===== config.mk =====
export PLATFORM = sky130hd
export DESIGN_NAME = mem_port_arbiter
export DESIGN_NICKNAME = d
export VERILOG_FILES = /design/src/rtl/mem_port_arbiter.sv
export SDC_FILE = /design/constraint.sdc
export NUM_CORES = 1
export LEC_CHECK = 0
export ABC_AREA = 0
export BUFFER_PORTS_ARGS = -buffer_cell sky130_fd_sc_hd__buf_4
export CAP_MARGIN = 20
export CELL_PAD_IN_SITES_DETAIL_PLACEMENT = 1
export CELL_PAD_IN_SITES_GLOBAL_PLACEMENT = 1
export CORE_MARGIN = 2
export CORE_UTILIZATION = 34
export DETAILED_ROUTE_END_ITERATION = 10
export GPL_TIMING_DRIVEN = 0
export PLACE_DENSITY = 0.91
export SLEW_MARGIN = 20
export SYNTH_ARGS = -nofsm -noshare
export SYNTH_HDL_FRONTEND = slang
export SYNTH_SLANG_ARGS = --single-unit

===== constraint.sdc =====
create_clock -name clk -period 2.3 [get_ports clk]
set_clock_uncertainty 0.1 [all_clocks]
set_input_delay 0.345 -clock clk [delete_from_list [all_inputs] [get_ports clk]]
set_output_delay 0.345 -clock clk [all_outputs]
set_load 0.05 [all_outputs]

===== src/rtl/mem_port_arbiter.sv =====
// Two-requester arbiter (fetch I / load-store D) sharing one 32-bit memory port.
// Latency: grant registered one cycle after req in IDLE; ack one cycle after mem_ready; DONE -> IDLE.
// Backpressure: requests stay pending while BUSY/DONE; mem_ready stalls BUSY up to TIMEOUT cycles.
//
// Ports:
//   clk, rst                          - clock, synchronous active-high reset
//   i_req/i_addr -> i_ack/i_rdata     - instruction fetch side
//   d_req/d_we/d_addr/d_wdata/d_be
//                -> d_ack/d_rdata     - load/store side
//   mem_req/mem_we/mem_addr/mem_wdata/mem_be, mem_ready/mem_rdata - memory port
//   sel                               - current owner (0 = I, 1 = D), drives 2:1 selector Control
//   timeout_err                       - sticky watchdog flag
module mem_port_arbiter #(
  parameter int BURST_LIMIT = 4,
  parameter int TIMEOUT     = 255
) (
  input  logic        clk,
  input  logic        rst,
  input  logic        i_req,
  input  logic [31:0] i_addr,
  output logic        i_ack,
  output logic [31:0] i_rdata,
  input  logic        d_req,
  input  logic        d_we,
  input  logic [31:0] d_addr,
  input  logic [31:0] d_wdata,
  input  logic [3:0]  d_be,
  output logic        d_ack,
  output logic [31:0] d_rdata,
  output logic        mem_req,
  output logic        mem_we,
  output logic [31:0] mem_addr,
  output logic [31:0] mem_wdata,
  output logic [3:0]  mem_be,
  input  logic        mem_ready,
  input  logic [31:0] mem_rdata,
  output logic        sel,
  output logic        timeout_err
);

  localparam logic [3:0]  BLIM  = 4'(BURST_LIMIT);
  localparam logic [15:0] WLAST = 16'(TIMEOUT - 1);

  typedef enum logic [1:0] {IDLE, BUSY, DONE} state_t;

  state_t      state, state_nxt;
  logic [3:0]  burst_cnt, burst_cnt_nxt;
  logic [15:0] wait_cnt, wait_cnt_nxt;

  logic        i_ack_nxt, d_ack_nxt;
  logic [31:0] i_rdata_nxt, d_rdata_nxt;
  logic        mem_req_nxt, mem_we_nxt;
  logic [31:0] mem_addr_nxt, mem_wdata_nxt;
  logic [3:0]  mem_be_nxt;
  logic        sel_nxt, timeout_err_nxt;

  logic grant_d, grant_i, done_ok, done_to;

  // D wins unless fetch is waiting and D has already used its burst allowance.
  assign grant_d = (state == IDLE) && d_req && (!i_req || (burst_cnt < BLIM));
  assign grant_i = (state == IDLE) && !grant_d && i_req;
  // A ready on the final wait cycle is a normal completion, not a timeout.
  assign done_ok = (state == BUSY) && mem_ready;
  assign done_to = (state == BUSY) && !mem_ready && (wait_cnt == WLAST);

  // State register
  always_ff @(posedge clk) begin
    if (rst) state <= IDLE;
    else     state <= state_nxt;
  end

  // Next-state logic
  always_comb begin
    state_nxt = state;
    case (state)
      IDLE:    if (grant_d || grant_i) state_nxt = BUSY;
      BUSY:    if (done_ok || done_to) state_nxt = DONE;
      DONE:    state_nxt = IDLE;
      default: state_nxt = IDLE;
    endcase
  end

  // Output logic: next values of the registered outputs and counters
  always_comb begin
    i_ack_nxt       = 1'b0;
    d_ack_nxt       = 1'b0;
    i_rdata_nxt     = i_rdata;
    d_rdata_nxt     = d_rdata;
    mem_req_nxt     = mem_req;
    mem_we_nxt      = mem_we;
    mem_addr_nxt    = mem_addr;
    mem_wdata_nxt   = mem_wdata;
    mem_be_nxt      = mem_be;
    sel_nxt         = sel;
    timeout_err_nxt = timeout_err;
    burst_cnt_nxt   = burst_cnt;
    wait_cnt_nxt    = wait_cnt;

    case (state)
      IDLE: begin
        if (grant_d) begin
          sel_nxt       = 1'b1;
          mem_req_nxt   = 1'b1;
          mem_we_nxt    = d_we;
          mem_addr_nxt  = d_addr;
          mem_wdata_nxt = d_wdata;
          mem_be_nxt    = d_be;
          wait_cnt_nxt  = 16'd0;
          // Consecutive D grants are only counted while fetch is waiting.
          if (!i_req)              burst_cnt_nxt = 4'd0;
          else if (burst_cnt != 4'hF) burst_cnt_nxt = burst_cnt + 4'd1;
        end else if (grant_i) begin
          sel_nxt       = 1'b0;
          mem_req_nxt   = 1'b1;
          mem_we_nxt    = 1'b0;
          mem_addr_nxt  = i_addr;
          mem_wdata_nxt = 32'h0;
          mem_be_nxt    = 4'b1111;
          wait_cnt_nxt  = 16'd0;
          burst_cnt_nxt = 4'd0;
        end
      end
      BUSY: begin
        wait_cnt_nxt = wait_cnt + 16'd1;
        if (done_ok || done_to) begin
          mem_req_nxt = 1'b0;
          if (done_to) timeout_err_nxt = 1'b1;
          if (sel) begin
            d_ack_nxt = 1'b1;
            // Stores never touch d_rdata; an aborted load returns zero.
            if (!mem_we) d_rdata_nxt = done_ok ? mem_rdata : 32'h0;
          end else begin
            i_ack_nxt   = 1'b1;
            i_rdata_nxt = done_ok ? mem_rdata : 32'h0;
          end
        end
      end
      default: ;
    endcase
  end

  // Output / counter registers
  always_ff @(posedge clk) begin
    if (rst) begin
      i_ack       <= 1'b0;
      d_ack       <= 1'b0;
      i_rdata     <= 32'h0;
      d_rdata     <= 32'h0;
      mem_req     <= 1'b0;
      mem_we      <= 1'b0;
      mem_addr    <= 32'h0;
      mem_wdata   <= 32'h0;
      mem_be      <= 4'h0;
      sel         <= 1'b0;
      timeout_err <= 1'b0;
      burst_cnt   <= 4'd0;
      wait_cnt    <= 16'd0;
    end else begin
      i_ack       <= i_ack_nxt;
      d_ack       <= d_ack_nxt;
      i_rdata     <= i_rdata_nxt;
      d_rdata     <= d_rdata_nxt;
      mem_req     <= mem_req_nxt;
      mem_we      <= mem_we_nxt;
      mem_addr    <= mem_addr_nxt;
      mem_wdata   <= mem_wdata_nxt;
      mem_be      <= mem_be_nxt;
      sel         <= sel_nxt;
      timeout_err <= timeout_err_nxt;
      burst_cnt   <= burst_cnt_nxt;
      wait_cnt    <= wait_cnt_nxt;
    end
  end

endmodule


==> flow_metrics.env, run 1 <==
export IMPL_place_ws_ns=-0.612
export IMPL_hpwl_um=18400
export IMPL_rsz0062_at_grt="yes"
export IMPL_ys_seq_elements=160
export IMPL_p_per_area_mw_per_mm2=834
export IMPL_combPwrFrac=0.219
export IMPL_drv_slew=0
export IMPL_post_route_min_period_ns=2.23
export IMPL_synth_common_cells="160 x dfxtp_1, 105 x nor2_1, 80 x nand2_1"
export IMPL_startpoint_type="register"
export IMPL_critPathKind="register to register"
export IMPL_grt_start_max_net_pins=17
export IMPL_postCtsSetupRepairBufs=0
export IMPL_numClockSinks=160
export IMPL_drtAntennaViolNets=0
export IMPL_diodes=0
export IMPL_syn_area_per_cell_um2=8.45
export IMPL_vias_per_cell=5.39
export IMPL_maxUsedRoutingLayer="met4"
export IMPL_max_cap_viol_count=0
export IMPL_layout_cells_non_filler=1310
export IMPL_max_slew_margin=0.585
export IMPL_cp_max_fo=10
export IMPL_clk_latency_ns=0.42
export IMPL_synth_cells=771
export IMPL_cts_tree="done"
export IMPL_intPower_mw=5.54
export IMPL_syn_num_nets=912
export IMPL_ys_warn_count=0
export IMPL_p_switching_mw=2.49
export IMPL_ys_top_cells_by_area="dfxtp_1 49%, nor2_1 6.0%, o21ai_0 5.1%"
export IMPL_grtUsageTotal=0.233
export IMPL_route_vias_total=7062
export IMPL_whs_path_depth=2
export IMPL_start_util=0.347
export IMPL_yosysSeqAreaShare=0.492
export IMPL_numCtsBuffers=17
export IMPL_hold_path_startpoint="d_wdata[18]"
export IMPL_final_util=0.513
export IMPL_yosysTopAreaCellShare=0.492
export IMPL_portBuffers=275
export IMPL_yosysTopAreaCell="dfxtp_1"
export IMPL_cp_top_family="simple AND/OR/NAND/NOR gates"
export IMPL_core_area_mm2=0.0188
export IMPL_post_synth_top_count_cell="dfxtp_1"
export IMPL_power_frac_clock=0.397
export IMPL_clock_path_buffers=2
export IMPL_status="finished clean"
export IMPL_postCtsHoldBufs=0
export IMPL_clockRootBuffer="clkbuf_16"
export IMPL_dieWidth_um=142
export IMPL_crit_arrival_ns=2.42
export IMPL_antenna_found_initial=0
export IMPL_slowest_delay_ns=0.50
export IMPL_clkSlewWorstSetupHoldPaths_ns=0.06
export IMPL_setup_violations=0
export IMPL_worstHoldEndpoint="mem_wdata[18]$_SDFFE_PP0P_"
export IMPL_synth_flop_cell="dfxtp_1"
export IMPL_rows=50
export IMPL_hold_slack_ns=0.0347
export IMPL_synth_cell_types=48
export IMPL_switching_share=0.310
export IMPL_rr_worst_depth=6
export IMPL_die_y_um=142
export IMPL_post_route_period_util=0.971
export IMPL_routed_wl_met2_um=12300
export IMPL_drt_pass1_iterations=4
export IMPL_overflow=0
export IMPL_holdCritPathClass="input pin to register"
export IMPL_place_inst=1280
export IMPL_max_freq_ghz=0.448
export IMPL_hold_violations=0
export IMPL_p_leak_nw=4.03
export IMPL_area_growth_pct=47.9
export IMPL_die_area_mm2=0.0203
export IMPL_netlist_area_mm2=0.00652
export IMPL_cpMaxStageDelayCell="a2111oi_0"
export IMPL_grt_pass1_vias=7097
export IMPL_wire_per_inst_um=18.6
export IMPL_multi_input_area_mm2=0.00299
export IMPL_htree_levels=4
export IMPL_nNetsFinal=1205
export IMPL_reg2reg_from="wait_cnt[1]$_SDFFE_PP0P_"
export IMPL_pin_count=276
export IMPL_cp_end_kind="register"
export IMPL_seqPwrFrac=0.383
export IMPL_wl_met3_um=1860
export IMPL_synthArstFlopShare=0
export IMPL_drive_gt1_frac=0.321
export IMPL_rrSetupSlack_ns=0.07
export IMPL_final_seq_area_mm2=0.00320
export IMPL_worst_pin_slew_ns=0.622
export IMPL_irDropWorstVdd_v=0.000498
export IMPL_wl_met1_um=9700
export IMPL_wirelength_um=24400
export IMPL_layout_setup_ws_ns=0.0675
export IMPL_grt_pass1_wl_um=37500
export IMPL_r2r_end="d_rdata[29]$_SDFFE_PP0P_"
export IMPL_remaining_drc_errors=0
export IMPL_synth_edf_count=0
export IMPL_critPathRequiredTime_ns=2.49
export IMPL_crit_chain="ha_1 > nor4b_4 > nand4b_1 > buf_2 > a2111oi_0 > nor2_1"
export IMPL_routabilityCongestion=0.842
export IMPL_path_buf_inv=1
export IMPL_drtIter0Drc=337
export IMPL_fillerInstances=2256
[power groups by stage]
stage / Clock, mW / Sequential, mW / Combinational (mW)
3_3_place_gp: 0 / 3.13 / 1.72
4_1_cts: 3.26 / 3.08 / 1.76
3_5_place_dp: 0 / 3.14 / 1.75
5_1_grt: 3.38 / 3.10 / 1.87
2_1_floorplan: 0 / 3.72 / 0.470
6_report: 3.19 / 3.08 / 1.76
[layout by cell type (no fill, tap or decap), types with 3 or more instances in the layout]
master / n
buf_2: 4
nand3_1: 7
buf_1: 3
clkbuf_8: 3
or2_2: 3
a2111oi_2: 4
a2111oi_0: 22
o221ai_1: 32
clkbuf_2: 12
inv_6: 3
clkbuf_1: 48
or4_1: 4
o221a_2: 4
a31oi_1: 36
ha_1: 3
nand2_1: 80
a2111oi_1: 5
clkbuf_16: 17
bufinv_16: 5
nor2_1: 104
and2_1: 3
a22o_1: 33
nand4_1: 3
a21oi_1: 47
and3_1: 5
buf_4: 275
inv_1: 36
o211ai_1: 3
dfxtp_1: 160
o21ai_0: 66
nand4b_1: 3
[flip-flops by register name, indices dropped and copies added, names as in the netlist, 2 cells and up]
signal,flops
wait_cnt,16
i_rdata,32
state,2
mem_wdata,32
burst_cnt,4
d_rdata,32
mem_be,4
mem_addr,32
[how the worst max path moves through the flow]
| stage | from | end | slack [ns] | cells past startpoint |
|---|---|---|---|---|
| 3_5_place_dp | wait_cnt[1]$_SDFFE_PP0P_ | i_rdata[10]$_SDFFE_PP0P_ | -0.61 | 6 |
| 3_3_place_gp | wait_cnt[0]$_SDFFE_PP0P_ | i_rdata[10]$_SDFFE_PP0P_ | -0.38 | 7 |
| 6_report | wait_cnt[1]$_SDFFE_PP0P_ | d_rdata[29]$_SDFFE_PP0P_ | 0.07 | 6 |
| 4_1_cts | wait_cnt[2]$_SDFFE_PP0P_ | d_rdata[14]$_SDFFE_PP0P_ | 0.03 | 5 |
| 2_1_floorplan | mem_we$_SDFFE_PP0P_ | d_rdata[27]$_SDFFE_PP0P_ | 0.22 | 6 |
| 5_1_grt | state[0]$_SDFFE_PP0P_ | d_rdata[29]$_SDFFE_PP0P_ | -0.06 | 6 |
[metrics by stage]
step | TNS (ns) | total power [mW] | instance area [µm²]
after floorplan | 0 | 4.19 | 6520
final | 0 | 8.03 | 9640
after global placement | -11.51 | 4.84 | 8870
after global routing | -0.103 | 8.35 | 9640
after CTS | 0 | 8.09 | 9570
after detailed placement | -24.64 | 4.89 | 8870
[layer usage]
layer,vias to the layer above,track usage
met2,247,0.412
li1,3389,-
met1,3390,0.270
met3,36,0.0700
met5,-,0
met4,0,0.0735
[cell type report]
type                       count  share of cell area
multi-input combinational    506               0.311
buffer                        68              0.0290
clock inverter                11              0.0208
timing repair buffer         275               0.214
clock buffer                  20              0.0484
sequential                   160               0.332
inverter                      36              0.0140
tap                          234              0.0304
[timing repair]
action / CTS / global route
setup endpoints to repair: 93 / 114
gates cloned: 0 / 0
resized for setup: 11 / 41
[cells by family after synthesis]
logic type      after synthesis  synth area share
buf+inv                     105            0.0609
flops                       160             0.492
simple gates                235             0.161
fa+ha+maj                     3           0.00576
compound gates              268             0.281
[worst reg2reg max path, stage by stage (launching register included)]
cell,delay (ns)
dfxtp_1,0.40
ha_1,0.20
nor4b_4,0.29
nand4b_1,0.24
buf_2,0.27
a2111oi_0,0.50
nor2_1,0.11
Power figures use the tool's default switching activity.
==> inputs of run 2 (changes only) <==
--- a/config.mk
+++ b/config.mk
@@ -14,7 +14,7 @@
 export CORE_UTILIZATION = 34
 export DETAILED_ROUTE_END_ITERATION = 10
 export GPL_TIMING_DRIVEN = 0
-export PLACE_DENSITY = 0.91
+export PLACE_DENSITY_LB_ADDON = 0.15
 export SLEW_MARGIN = 20
 export SYNTH_ARGS = -nofsm -noshare
 export SYNTH_HDL_FRONTEND = slang
==> run 2 against run 1 <==
Cell area shrank 0.45%. Critical path depth is the same. Flip-flop and latch count is the same. Maximum frequency grew 3.0%. First-iteration DRC count shrank 25%. Count of clock-buffer cells in the layout shrank 1. Clock power shrank 9.1%. Routed wire length shrank 5.2%. Sequential power is essentially flat. Largest power group is now sequential cells. Highest routed layer unchanged.
==> flow_metrics.env, run 2 (synthesized netlist as in run 1, its figures left out) <==
export IMPL_max_slew_margin=0.572
export IMPL_grt_start_max_net_pins=17
export IMPL_final_util=0.511
export IMPL_startpoint_type="register"
export IMPL_clock_path_buffers=2
export IMPL_start_util=0.347
export IMPL_setup_violations=0
export IMPL_grt_pass1_wl_um=35900
export IMPL_reg2reg_from="state[0]$_SDFFE_PP0P_"
export IMPL_critPathRequiredTime_ns=2.55
export IMPL_rsz0062_at_grt="yes"
export IMPL_area_growth_pct=47.2
export IMPL_post_route_min_period_ns=2.17
export IMPL_hpwl_um=17300
export IMPL_critPathKind="register to register"
export IMPL_crit_arrival_ns=2.42
export IMPL_antenna_found_initial=0
export IMPL_worstHoldEndpoint="mem_wdata[12]$_SDFFE_PP0P_"
export IMPL_grt_pass1_vias=6929
export IMPL_routabilityCongestion=0.782
export IMPL_cp_startpoint="state[0]$_SDFFE_PP0P_"
export IMPL_portBuffers=275
export IMPL_timing_setup_tns_ns=0
export IMPL_max_cap_viol_count=0
export IMPL_clk_latency_ns=0.41
export IMPL_holdCritPathClass="input pin to register"
export IMPL_post_route_period_util=0.942
export IMPL_overflow=0
export IMPL_dieWidth_um=142
export IMPL_cp_max_fo=10
export IMPL_nNetsFinal=1206
export IMPL_wirelength_um=23100
export IMPL_drive_gt1_frac=0.322
export IMPL_hold_violations=0
export IMPL_place_area_mm2=0.00887
export IMPL_stdcell_area_mm2=0.00959
export IMPL_max_freq_ghz=0.461
export IMPL_wire_per_inst_um=17.6
export IMPL_die_y_um=142
export IMPL_numClockSinks=160
export IMPL_p_leak_nw=4.00
export IMPL_final_common_cell="buf_4"
export IMPL_r2r_end="i_rdata[30]$_SDFFE_PP0P_"
export IMPL_diodes=0
export IMPL_clockRootBuffer="clkbuf_16"
export IMPL_p_per_area_mw_per_mm2=805
export IMPL_rows=50
export IMPL_status="finished clean"
export IMPL_die_area_mm2=0.0203
export IMPL_irDropWorstVdd_v=0.000415
export IMPL_route_vias_total=6914
export IMPL_drv_slew=0
export IMPL_cts_tree="done"
export IMPL_grtUsageTotal=0.222
export IMPL_core_area_mm2=0.0188
export IMPL_hold_path_startpoint="d_wdata[12]"
export IMPL_clkSlewWorstSetupHoldPaths_ns=0.07
export IMPL_htree_levels=4
export IMPL_remaining_drc_errors=0
export IMPL_rr_worst_depth=6
export IMPL_drtIter0Drc=252
export IMPL_hold_slack_ns=0.0285
export IMPL_final_cell_mix="276 x buf_4, 160 x dfxtp_1, 103 x nor2_1, 80 x nand2_1, 66 x o21ai_0"
export IMPL_drtAntennaViolNets=0
export IMPL_drt_pass1_iterations=4
export IMPL_vias_per_cell=5.27
export IMPL_rrSetupSlack_ns=0.13
export IMPL_worst_pin_slew_ns=0.642
export IMPL_whs_path_depth=2
export IMPL_cp_end_kind="register"
export IMPL_numCtsBuffers=17
export IMPL_pin_count=276
run 2: cell types whose count changed in the layout (fill, tap and decap cells not counted), sizes merged:
cell / delta
clkinv: +3
clkinvlp: +1
inv: +1
bufinv: -3
run 2: timing repair:
| item | 4_1_cts | 5_1_grt |
|---|---|---|
| pin swaps | 0 | 1 |
| buffers inserted | 0 | 1 |
| resized for setup | 9 | 45 |
| hold buffers | 0 | 0 |
| endpoints found under the hold margin | 0 | 0 |
| setup endpoints to repair | 91 | 129 |
run 2: how the worst max path moves through the flow:
| stage | to | slack [ns] | cells after the start |
|---|---|---|---|
| 5_1_grt | d_rdata[12]$_SDFFE_PP0P_ | -0.02 | 6 |
| 4_1_cts | d_rdata[3]$_SDFFE_PP0P_ | -0.02 | 7 |
| 2_1_floorplan | d_rdata[27]$_SDFFE_PP0P_ | 0.22 | 6 |
| 6_report | i_rdata[30]$_SDFFE_PP0P_ | 0.13 | 6 |
| 3_5_place_dp | i_rdata[18]$_SDFFE_PP0P_ | -0.34 | 7 |
| 3_3_place_gp | i_rdata[31]$_SDFFE_PP0P_ | -0.32 | 7 |
run 2: metal layers:
metal / global-route usage / vias up / part of all wire
met5: 0 / - / 0
met4: 0.0542 / 0 / 0.0094
met3: 0.0575 / 16 / 0.053
met2: 0.389 / 183 / 0.50
met1: 0.272 / 3318 / 0.43
li1: - / 3397 / -
run 2: area by class of cell:
class,count,area (µm²)
fill,2207,9180
sequential,160,3200
multi-input combinational,506,3010
timing repair buffer,276,2070
clock buffer,19,453
tap,234,293
buffer,68,273
clock inverter,13,154
inverter,36,135
run 2: worst max-delay path, cell delays in order (launching register included):
cell and delay [ns]:
dfxtp_1 0.46, or4b_2 0.60, clkbuf_1 0.20, clkbuf_1 0.34, nor2_1 0.24, a31oi_1 0.06
o21ai_0 0.09
run 2: report_power, final:
group	total, mW	internal, mW	switching [mW]
sequential	3.07	2.95	0.120
clock	2.90	1.68	1.22
combinational	1.75	0.568	1.18
total	7.72	5.20	2.51
run 2: metrics by stage:
step | worst slack (ns) | instances | total power [mW]
2_1_floorplan | 0.217 | 771 | 4.19
3_3_place_gp | -0.320 | 1280 | 4.85
3_5_place_dp | -0.343 | 1280 | 4.88
4_1_cts | -0.0178 | 1312 | 7.80
5_1_grt | -0.0150 | 1312 | 8.06
6_report | 0.133 | 1312 | 7.72
